===== config.mk =====
export PLATFORM = sky130hd
export DESIGN_NAME = parity_frame_rx
export DESIGN_NICKNAME = d
export VERILOG_FILES = /design/src/rtl/parity_rx_pkg.sv /design/src/rtl/sync_2ff.sv /design/src/rtl/parity_frame_rx.sv
export SDC_FILE = /design/constraint.sdc
export NUM_CORES = 1
export LEC_CHECK = 0
export CORE_UTILIZATION = 63
export CTS_BUF_LIST = sky130_fd_sc_hd__clkbuf_2 sky130_fd_sc_hd__clkbuf_4 sky130_fd_sc_hd__clkbuf_8
export DETAILED_ROUTE_END_ITERATION = 8
export GPL_ROUTABILITY_DRIVEN = 0
export PLACE_DENSITY_LB_ADDON = 0.1
export REMOVE_ABC_BUFFERS = 1
export SYNTH_ARGS = -nofsm -noshare
export SYNTH_HDL_FRONTEND = slang
export SYNTH_SLANG_ARGS = --single-unit

===== constraint.sdc =====
create_clock -name clk -period 2.75 [get_ports clk]
set_input_delay 0.4125 -clock clk [delete_from_list [all_inputs] [get_ports clk]]
set_output_delay 0.4125 -clock clk [all_outputs]
set_load 0.02 [all_outputs]

===== src/rtl/parity_rx_pkg.sv =====
// Shared definitions for the 8-bit parity receive path.
//   rx_state_t : receiver FSM states
//   DATA_BITS  : data bits per frame
//   parity8    : XOR-reduction of a data byte, shared with the downstream checker
package parity_rx_pkg;

   localparam int unsigned DATA_BITS = 8;

   typedef enum logic [2:0] {
      IDLE   = 3'd0,
      START  = 3'd1,
      DATA   = 3'd2,
      PARITY = 3'd3,
      STOP   = 3'd4
   } rx_state_t;

   // 1 when the byte holds an odd number of ones.
   function automatic logic parity8(input logic [DATA_BITS-1:0] d);
      return ^d;
   endfunction

endpackage


===== src/rtl/sync_2ff.sv =====
// Two-flop synchronizer for a single asynchronous input.
//   clk   : destination clock
//   rst_n : asynchronous active-low reset, both flops load RESET_VAL
//   d     : asynchronous input
//   q     : synchronized output
module sync_2ff #(
   parameter logic RESET_VAL = 1'b1
) (
   input  logic clk,
   input  logic rst_n,
   input  logic d,
   output logic q
);

   logic meta_q;

   always_ff @(posedge clk or negedge rst_n) begin
      if (!rst_n) begin
         meta_q <= RESET_VAL;
         q      <= RESET_VAL;
      end else begin
         meta_q <= d;
         q      <= meta_q;
      end
   end

endmodule


===== src/rtl/parity_frame_rx.sv =====
// Serial receiver: start / 8 data (LSB first) / parity / stop. Delivers the byte plus the raw
// parity bit over valid/ready and flags parity, framing and overrun errors.
//   clk, rst_n  : clock, asynchronous active-low reset
//   rx_in       : serial line, idle high
//   data_out    : received byte
//   parity_out  : parity bit as received
//   parity_err  : received parity disagrees with PARITY_ODD
//   frame_err   : stop bit sampled low
//   out_valid   : outputs valid and held until out_ready
//   out_ready   : downstream accepts the current output
//   overrun     : sticky, a completed frame was dropped while the output was held
module parity_frame_rx
   import parity_rx_pkg::*;
#(
   parameter int unsigned CLKS_PER_BIT = 16,
   parameter bit          PARITY_ODD   = 1'b1
) (
   input  logic                 clk,
   input  logic                 rst_n,
   input  logic                 rx_in,
   output logic [DATA_BITS-1:0] data_out,
   output logic                 parity_out,
   output logic                 parity_err,
   output logic                 frame_err,
   output logic                 out_valid,
   input  logic                 out_ready,
   output logic                 overrun
);

   localparam int unsigned CW = $clog2(CLKS_PER_BIT);
   localparam logic [CW-1:0] CNT_HALF = CW'(CLKS_PER_BIT / 2 - 1);
   localparam logic [CW-1:0] CNT_LAST = CW'(CLKS_PER_BIT - 1);
   localparam logic [2:0]    IDX_LAST = 3'(DATA_BITS - 1);

   logic rx_s;

   sync_2ff #(
      .RESET_VAL (1'b1)
   ) u_sync (
      .clk   (clk),
      .rst_n (rst_n),
      .d     (rx_in),
      .q     (rx_s)
   );

   rx_state_t            state_q, state_d;
   logic [CW-1:0]        cnt_q, cnt_d;
   logic [2:0]           bit_idx_q, bit_idx_d;
   logic [DATA_BITS-1:0] shift_q, shift_d;
   logic                 par_q, par_d;
   logic                 frame_done;

   always_comb begin
      state_d    = state_q;
      cnt_d      = cnt_q;
      bit_idx_d  = bit_idx_q;
      shift_d    = shift_q;
      par_d      = par_q;
      frame_done = 1'b0;
      unique case (state_q)
         IDLE: begin
            cnt_d = '0;
            if (!rx_s) state_d = START;
         end
         START: begin
            // Mid-start-bit recheck rejects glitches shorter than half a bit.
            if (cnt_q == CNT_HALF) begin
               cnt_d = '0;
               if (!rx_s) begin
                  state_d   = DATA;
                  bit_idx_d = '0;
               end else begin
                  state_d = IDLE;
               end
            end else begin
               cnt_d = cnt_q + 1'b1;
            end
         end
         DATA: begin
            if (cnt_q == CNT_LAST) begin
               cnt_d            = '0;
               shift_d[bit_idx_q] = rx_s;
               if (bit_idx_q == IDX_LAST) state_d = PARITY;
               else bit_idx_d = bit_idx_q + 1'b1;
            end else begin
               cnt_d = cnt_q + 1'b1;
            end
         end
         PARITY: begin
            if (cnt_q == CNT_LAST) begin
               cnt_d   = '0;
               par_d   = rx_s;
               state_d = STOP;
            end else begin
               cnt_d = cnt_q + 1'b1;
            end
         end
         STOP: begin
            if (cnt_q == CNT_LAST) begin
               cnt_d      = '0;
               frame_done = 1'b1;
               state_d    = IDLE;
            end else begin
               cnt_d = cnt_q + 1'b1;
            end
         end
         default: state_d = IDLE;
      endcase
   end

   // A completed frame loads only if the output slot is free or being freed this cycle.
   logic load;
   assign load = frame_done && (!out_valid || out_ready);

   always_ff @(posedge clk or negedge rst_n) begin
      if (!rst_n) begin
         state_q    <= IDLE;
         cnt_q      <= '0;
         bit_idx_q  <= '0;
         shift_q    <= '0;
         par_q      <= 1'b0;
         data_out   <= '0;
         parity_out <= 1'b0;
         parity_err <= 1'b0;
         frame_err  <= 1'b0;
         out_valid  <= 1'b0;
         overrun    <= 1'b0;
      end else begin
         state_q   <= state_d;
         cnt_q     <= cnt_d;
         bit_idx_q <= bit_idx_d;
         shift_q   <= shift_d;
         par_q     <= par_d;
         if (load) begin
            data_out   <= shift_q;
            parity_out <= par_q;
            parity_err <= (parity8(shift_q) ^ par_q) != PARITY_ODD;
            frame_err  <= !rx_s;
            out_valid  <= 1'b1;
         end else if (frame_done) begin
            overrun <= 1'b1;
         end else if (out_valid && out_ready) begin
            out_valid <= 1'b0;
         end
      end
   end

endmodule


==> After elaboration in Yosys (flattened, before gate mapping) <==
Index checks and enable logic that the tools add are counted.
{ "totals": {"output_inout_bits": 13, "elab_cells": 78, "regBits": 34} }
{ "op_classes": {"eq_ne": 16, "n_lt_le_gt_ge": 2, "n_reduce_logical": 18, "n_addsub": 2, "mux": 24, "n_bitwise": 3} }
{ "ops": {"columns": ["op", "count"], "rows": [
  ["2-to-1 mux 3 bit", 10],
  ["inequality test 2 bit, second input constant", 8],
  ["case mux 3 bit (5 select lines)", 1],
  ["case mux 4 bit (3 select lines)", 1],
  ["bitwise mux 8 bit", 1],
  ["2-to-1 mux 4 bit", 2],
  ["AND reduction 2 bit", 4],
  ["parity 8 bit", 1],
  ["== test 3 x 2 -> 1 bit, second input constant", 2],
  ["== test 3 bit, second input constant", 2],
  ["2-to-1 mux 1 bit", 6],
  ["case mux 3 bit (2 select lines)", 1],
  ["AND reduction 6 bit", 1],
  ["AND reduction 5 bit", 1],
  ["adder 4 x 1 -> 4 bit, second input constant", 1],
  ["== test 4 x 3 -> 1 bit, second input constant", 1],
  ["== test 4 bit, second input constant", 1],
  ["< comparator 3 x 4 -> 1 bit, second input constant", 1],
  ["nonzero test 2 bit", 2],
  ["adder 3 x 1 -> 3 bit, second input constant", 1],
  ["demux 1 bit (select 3 bit)", 1],
  ["== test 3 x 1 -> 1 bit, second input constant", 1],
  [">= comparator 3 x 1 -> 1 bit, second input constant", 1],
  ["logical AND 1 bit", 3],
  ["other kinds (9)", 11]
]} }

==> Depth between registers and ports, before layout <==
Gate-level depths: netlist of the first run.
{ "logic_depth": {"depth_word": 6, "depth_mapped": 7} }

==> Hierarchy <==
Synthesis of the first run repeated with hierarchy kept, for this count alone.
{ "hier_totals": {"hier_cells": 141, "hier_area_um2": 1672.9} }
{ "modules_own_cells": {"columns": ["mod", "seq_area_each_um2", "area_per_inst_um2", "cells_each", "n_inst"], "rows": [
  ["parity_frame_rx", 800.8, 1620.3, 139, 1],
  ["sync_2ff", 52.6, 52.6, 2, 1]
]} }

==> Worst setup path after synthesis of the first run <==
OpenSTA, ideal clock, no wires.
{ "synth_timing": {"kind": "register to register", "startpoint": "reg cnt_q[0]", "endpoint": "reg shift_q[2]", "arrival_ps": 1582, "stages_incl_launch_ff": 7, "setup_ps": 128, "setup_slack_ps": 1041, "cell_sequence": "dfrtp_1 ha_1 and3_1 buf_6 nand3b_2 nor3b_2 mux2_1"} }
{ "synth_between": {"elab_chain_cells": 2} }
{ "synth_lines": {"columns": ["item", "line_no", "text"], "rows": [
  ["start, declared", "parity_frame_rx.sv:47", "logic [CW-1:0] cnt_q, cnt_d;"],
  ["start signal, assigned", "parity_frame_rx.sv:130", "cnt_q <= cnt_d;"],
  ["== test 4 bit", "parity_frame_rx.sv:80", "if (cnt_q == CNT_LAST) begin"],
  ["AND reduction 2 bit (no line)", null, null],
  ["end signal, assigned", "parity_frame_rx.sv:132", "shift_q <= shift_d;"],
  ["end, declared", "parity_frame_rx.sv:49", "logic [DATA_BITS-1:0] shift_q, shift_d;"]
]} }
No other way between the ends.
A chain may end at the register's enable or synchronous reset.

==> Worst setup path after layout of the first run <==
Ends and elaborated chain as after synthesis.

==> results of run 1 <==
-- registers in the layout (all words and copies together), names as in the netlist --
signal	flops
parity_out	1
u_sync.meta_q	1
state_q	3
overrun	1
bit_idx_q	3
data_out	8
parity_err	1
frame_err	1
par_q	1
cnt_q	4
out_valid	1
shift_q	8
u_sync.q	1
-- how the worst max path moves through the flow --
stage                         from          to  slack [ps]  cells past startpoint
after floorplan           cnt_q[0]  shift_q[2]         960                      5
after global placement    cnt_q[0]  shift_q[2]         830                      5
after global routing      cnt_q[0]  shift_q[2]         580                      5
final                     cnt_q[0]  shift_q[2]         730                      5
after CTS                 cnt_q[0]  shift_q[2]         730                      5
after detailed placement  cnt_q[0]  shift_q[2]         750                      5
-- cell usage after synthesis, drive strengths merged (2+ instances only) --
| master | count |
|---|---|
| dfrtp | 32 |
| ha | 3 |
| dfstp | 2 |
| o21ai | 5 |
| nand2 | 13 |
| a22o | 2 |
| buf | 7 |
| a21oi | 5 |
| nor2 | 7 |
| o22ai | 2 |
| a21o | 2 |
| nand3b | 3 |
| nor3 | 2 |
| xnor2 | 5 |
| a211oi | 2 |
| mux2 | 19 |
| nor3b | 3 |
| clkbuf | 3 |
| nor2b | 2 |
| and3 | 2 |
| nand2b | 3 |
| nand3 | 9 |
-- power by group through the flow --
stage | registers, W | clock network [W] | logic (W)
finish | 0.000675 | 0.000294 | 0.000321
global route | 0.000690 | 0.000322 | 0.000371
CTS | 0.000669 | 0.000301 | 0.000322
detailed placement | 0.000678 | 0 | 0.000320
global placement | 0.000674 | 0 | 0.000308
floorplan | 0.000654 | 0 | 0.000263
-- worst register-to-register path, stage by stage (launching register included) --
cell	delay [ps]
dfrtp_1	420
ha_1	320
and3_1	430
nand3b_2	190
nor3b_2	220
mux2_1	340
-- cell type report --
cell class | count | area [sq um] | share of cell area (%)
repair buffers | 17 | 168 | 8.68
flip-flops and latches | 34 | 853 | 44.2
clock buffers | 7 | 58.8 | 3.05
inverters | 1 | 3.75 | 0.194
well taps | 30 | 37.5 | 1.94
multi-input cells | 102 | 805 | 41.7
clock inverters | 1 | 5.00 | 0.259
-- logic make-up (layout without fill, tap and decap cells) --
family                     count (synthesis)  after routing
AOI/OAI and AO/OA                         24             24
xor gates and xnor gates                   7              7
adders and majority gates                  4              4
buffers and inverters                     11             26
DFF                                       34             34
muxes                                     20             20
and+or+nand+nor                           47             47
-- routing by layer --
metal,track usage [%],vias up,part of all wire [%]
met5,0,-,0
li1,-,554,-
met1,28.1,549,46
met2,36.2,33,47
met3,7.78,7,4.5
met4,10.3,0,2.1
-- stage by stage --
| step | power (W) | instances |
|---|---|---|
| floorplan | 0.000917 | 137 |
| global placement | 0.000982 | 184 |
| detailed placement | 0.000999 | 184 |
| CTS | 0.00129 | 192 |
| global route | 0.00138 | 192 |
| finish | 0.00129 | 192 |
==> run_results.csv, run 1 <==
group,metric,value,unit
final_layout,areaGrowthSynthToFinish,12.0,%
synthesis,synthAdderAreaFrac,2.76,%
synthesis,syn_avg_cell_area,11.7,sq um
synthesis,ys_warn_count,0,
power,seqPwrFrac,52.3,%
detailed_routing,route.detailed.drc,0,
synthesis,dominantRegCellSynth,"dfrtp_1",
setup_path,start_kind,"register",
synthesis,synth_compound_area_share,9.36,%
final_layout,n_antenna_cell,0,
worst_hold_path,min_to,"u_sync.q",
sta,final_max_slew_viol_count,0,
die,die_y,54.3,microns
cts,ctsHoldBuffers,0,
setup_path,cp.arrival,2250,ps
sta,finalSetupViolations,0,
synthesis,syn_area,0.00172,sq mm
synthesis,synth-simple-area-share,15.9,%
global_routing,antenna_found_initial,0,
die,fp.dieW,54.3,microns
die,start_util,68.4,%
setup_path,required,2970,ps
synthesis,synth_cell_type_count,43,
sta,slew_headroom,59.0,%
synthesis,synthTopCellsByArea,"dfrtp_1, mux2_1, mux2_4",
setup_path,rr_endpoint,"shift_q[2]",
sta,worstMarginPinSlew,615,ps
sta,finClkSkew,7.43,ps
detailed_routing,initialDrtViolationCount,38,
synthesis,synth_top_area_share,46.4,%
global_routing,overflow,0,
synthesis,synth_top_family_by_area,"simple AND/OR/NAND/NOR gates",
sta,hold_viol,0,
power,comb_power_share,24.9,%
sta,fmax,494,MHz
cts,cts_tree,"yes",
die,core,0.00252,sq mm
detailed_routing,ant_nets,0,
power,peakVddDrop,694,uV
setup_path,slowest_stage,"and3_1",
die,dieArea,0.00295,sq mm
worst_hold_path,hp-class,"reg2reg",
detailed_routing,wl_per_cell,14.9,microns
sta,min_period,2020,ps
final_layout,drive_gt1_share,16.7,%
power,p_leak,0.917,nW
setup_path,worst-setup-path-type,"reg2reg",
power,power.density,668,mW/mm^2
final_layout,utilization,76.5,%
cts,postCtsSetupRepairBufs,0,
sta,finalCritPeriodShare,73.6,%
setup_path,cp_num_buf_inv,0,
synthesis,ys_seq_area_share,49.5,%
detailed_routing,firstDrtPassIters,4,
cts,cts_buffers,5,
power,swShare,33.2,%
detailed_routing,vias,1143,
setup_path,slowest_delay,430,ps
cts,clock_latency,330,ps
die,io_pins,17,
final_layout,fin_nets,168,
sta,rsz0062_at_grt,"false",
power,p_int,0.000862,W
synthesis,synth_edf_count,0,
cts,ctsResizeCount,0,
global_routing,grt_pass1_wl,4690,microns
final_layout,final_area,0.00193,sq mm
global_routing,grt_max_degree,35,
synthesis,async_flop_share,100,%
place,hpwl,1950,microns
setup_path,endpoint_kind,"register",
place,post_dp_cell_area,0.00187,sq mm
setup_path,timing.rr.start,"cnt_q[0]",
cts,clockBufferDepth,2,
setup_path,critical_path.top_delay_family,"simple AND/OR/NAND/NOR gates",
setup_path,crit_chain,"ha_1 > and3_1 > nand3b_2 > nor3b_2 > mux2_1",
cts,cts_max_level,2,
synthesis,synth_seq_cells,34,
cts,cts-root-buf,"clkbuf_4",
global_routing,grt_usage,22.9,%
sta,finalSetupTns,0,ps
sta,hold_ws,361,ps
die,row_count,18,
sta,final.setup.worst_slack,727,ps
worst_hold_path,hp-start,"u_sync.meta_q",
detailed_routing,drt-total-wl,2870,microns
power,p_sw,0.000428,W
setup_path,reg2regPathDepth,5,
cts,clock-sinks,34,
detailed_routing,vias_per_cell,5.95,
setup_path,crit_fanout,9,
place,post-place-ws,746,ps
worst_hold_path,worstHoldPathCells,0,
run,drv_cap,0,
final_layout,fillCellCount,165,
synthesis,synth_xor_area_share,4.35,%
synthesis,syn_inst,147,
global_routing,first_global_vias,1076,
cts,worst_setup_hold_path_clk_slew,100,ps
power,power_frac_clock,22.8,%
final_layout,final_common_cell,"dfrtp_1",
outcome,status,"finished, final reports clean",
synthesis,yosysTopAreaCell,"dfrtp_1",
setup_path,ff2ff_setup_slack,730,ps
final_layout,most-common-layout-cells,"dfrtp_1, clkdlybuf4s50_1, nand2_1, mux2_1, nand3_1",
place,port_buffers,16,
synthesis,muxShareOfSynthArea,14.3,%
No activity file was read; power rests on OpenSTA's default activity.
==> inputs of run 2 (changes only) <==
CORE_UTILIZATION = 58   (was 63)
clock period = 1.9 ns   (was 2.75 ns; I/O delays follow)
==> run_results.csv, run 2 (same netlist as run 1, synthesis figures left out) <==
group,metric,value,unit
die,die_y,56.5,microns
global_routing,grt_usage,22.2,%
cts,clockBufferDepth,2,
setup_path,start_kind,"register",
detailed_routing,initialDrtViolationCount,58,
sta,finalSetupViolations,0,
final_layout,most-common-layout-cells,"dfrtp_1, clkdlybuf4s50_1, nand2_1, buf_4",
power,power.density,977,mW/mm^2
final_layout,areaGrowthSynthToFinish,15.5,%
cts,cts_tree,"yes",
sta,slew_headroom,71.7,%
sta,finClkSkew,10.8,ps
sta,min_period,1700,ps
cts,cts_max_level,2,
global_routing,first_global_vias,1142,
worst_hold_path,hp-class,"in2async",
cts,ctsHoldBuffers,0,
cts,cts_buffers,5,
power,p_leak,0.958,nW
cts,clock_latency,340,ps
sta,fmax,589,MHz
global_routing,grt_max_degree,35,
die,core,0.00278,sq mm
global_routing,antenna_found_initial,0,
final_layout,biggestRegsByFlops,"data_out (8), shift_q (8), cnt_q (4)",
setup_path,required,2120,ps
detailed_routing,ant_nets,0,
die,io_pins,17,
sta,worstMarginPinSlew,424,ps
final_layout,final_common_cell,"dfrtp_1",
sta,finalSetupTns,0,ps
outcome,status,"finished, final reports clean",
setup_path,crit_fanout,7,
cts,postCtsSetupRepairBufs,0,
detailed_routing,wl_met2,1460,microns
final_layout,fin_nets,177,
sta,hold_viol,0,
die,start_util,62.0,%
die,row_count,19,
final_layout,n_antenna_cell,0,
global_routing,overflow,0,
final_layout,drive_gt1_share,21.6,%
place,hpwl,2160,microns
final_layout,final_area,0.00199,sq mm
power,peakVddDrop,798,uV
sta,final_max_slew_viol_count,0,
sta,finalCritPeriodShare,89.4,%
place,port_buffers,16,
detailed_routing,drt-total-wl,3040,microns
detailed_routing,route.top_layer_used,"met4",
setup_path,cp.arrival,1920,ps
detailed_routing,route.met3.wl,107,microns
die,fp.dieW,56.5,microns
sta,rsz0062_at_grt,"false",
cts,clock-sinks,34,
detailed_routing,vias_per_cell,5.83,
run,drv_cap,0,
die,dieArea,0.00319,sq mm
detailed_routing,met1_length,1410,microns
detailed_routing,route.detailed.drc,0,
detailed_routing,vias,1178,
cts,worst_setup_hold_path_clk_slew,100,ps
setup_path,endpoint_kind,"register",
detailed_routing,firstDrtPassIters,5,
global_routing,grt_pass1_wl,5310,microns
setup_path,worst-setup-path-type,"reg2reg",
detailed_routing,wl_per_cell,15.0,microns
cts,ctsResizeCount,0,
place,post_dp_cell_area,0.00194,sq mm
cts,cts-root-buf,"clkbuf_4",
==> run 2: metrics by stage <==
stage / utilization (%) / setup slack [ps] / power, W / cells / hold WS [ps]
after floorplan: - / 114 / 0.00133 / 137 / -10.6
after global placement: 69.6 / 177 / 0.00152 / 194 / 348
after detailed placement: 69.6 / 149 / 0.00156 / 194 / 348
after CTS: 71.6 / 117 / 0.00195 / 202 / 349
after global routing: 71.6 / 82.1 / 0.00207 / 202 / 337
final: 71.6 / 202 / 0.00195 / 202 / 343
==> run 2: layer usage <==
metal | vias to the layer above | GRT usage [%]
met5 | - | 0
met4 | 0 | 8.36
met3 | 6 | 6.22
met2 | 24 | 33.6
met1 | 576 | 30.6
li1 | 572 | -
==> run 2: power by group <==
group	internal [W]	switching [W]	leakage, nW	total, W
sequential	0.000813	0.0000684	0.453	0.000882
clock	0.000155	0.000239	0.0354	0.000394
combinational	0.000324	0.000346	0.470	0.000670
==> run 2: final cells by class <==
type,count,area (sq um)
clock inverter,2,10.0
clock buffer,6,45.0
sequential,34,853
timing repair buffer,26,235
inverter,1,3.75
tap,31,38.8
fill,215,790
multi-input combinational,102,806
==> run 2: critical path: stages (launching register included) <==
cell and delay (ps):
dfrtp_1 400, ha_1 180, and3_2 290, and3_1 260, nand3_1 120, mux2_1 340
==> run 2: path summary, 6_finish.rpt <==
| path | cells after the start | slack [ps] | from | end |
|---|---|---|---|---|
| hold reg to reg | 0 | 370 | u_sync.meta_q | u_sync.q |
| hold / removal | 2 | 340 | rst_n | out_valid |
| setup reg to reg | 5 | 200 | cnt_q[1] | shift_q[7] |
| setup / recovery | 5 | 200 | cnt_q[1] | shift_q[7] |
| min in group clk | 1 | 350 | rx_in | u_sync.meta_q |
| max in group asynchronous | 2 | 1230 | rst_n | u_sync.q |
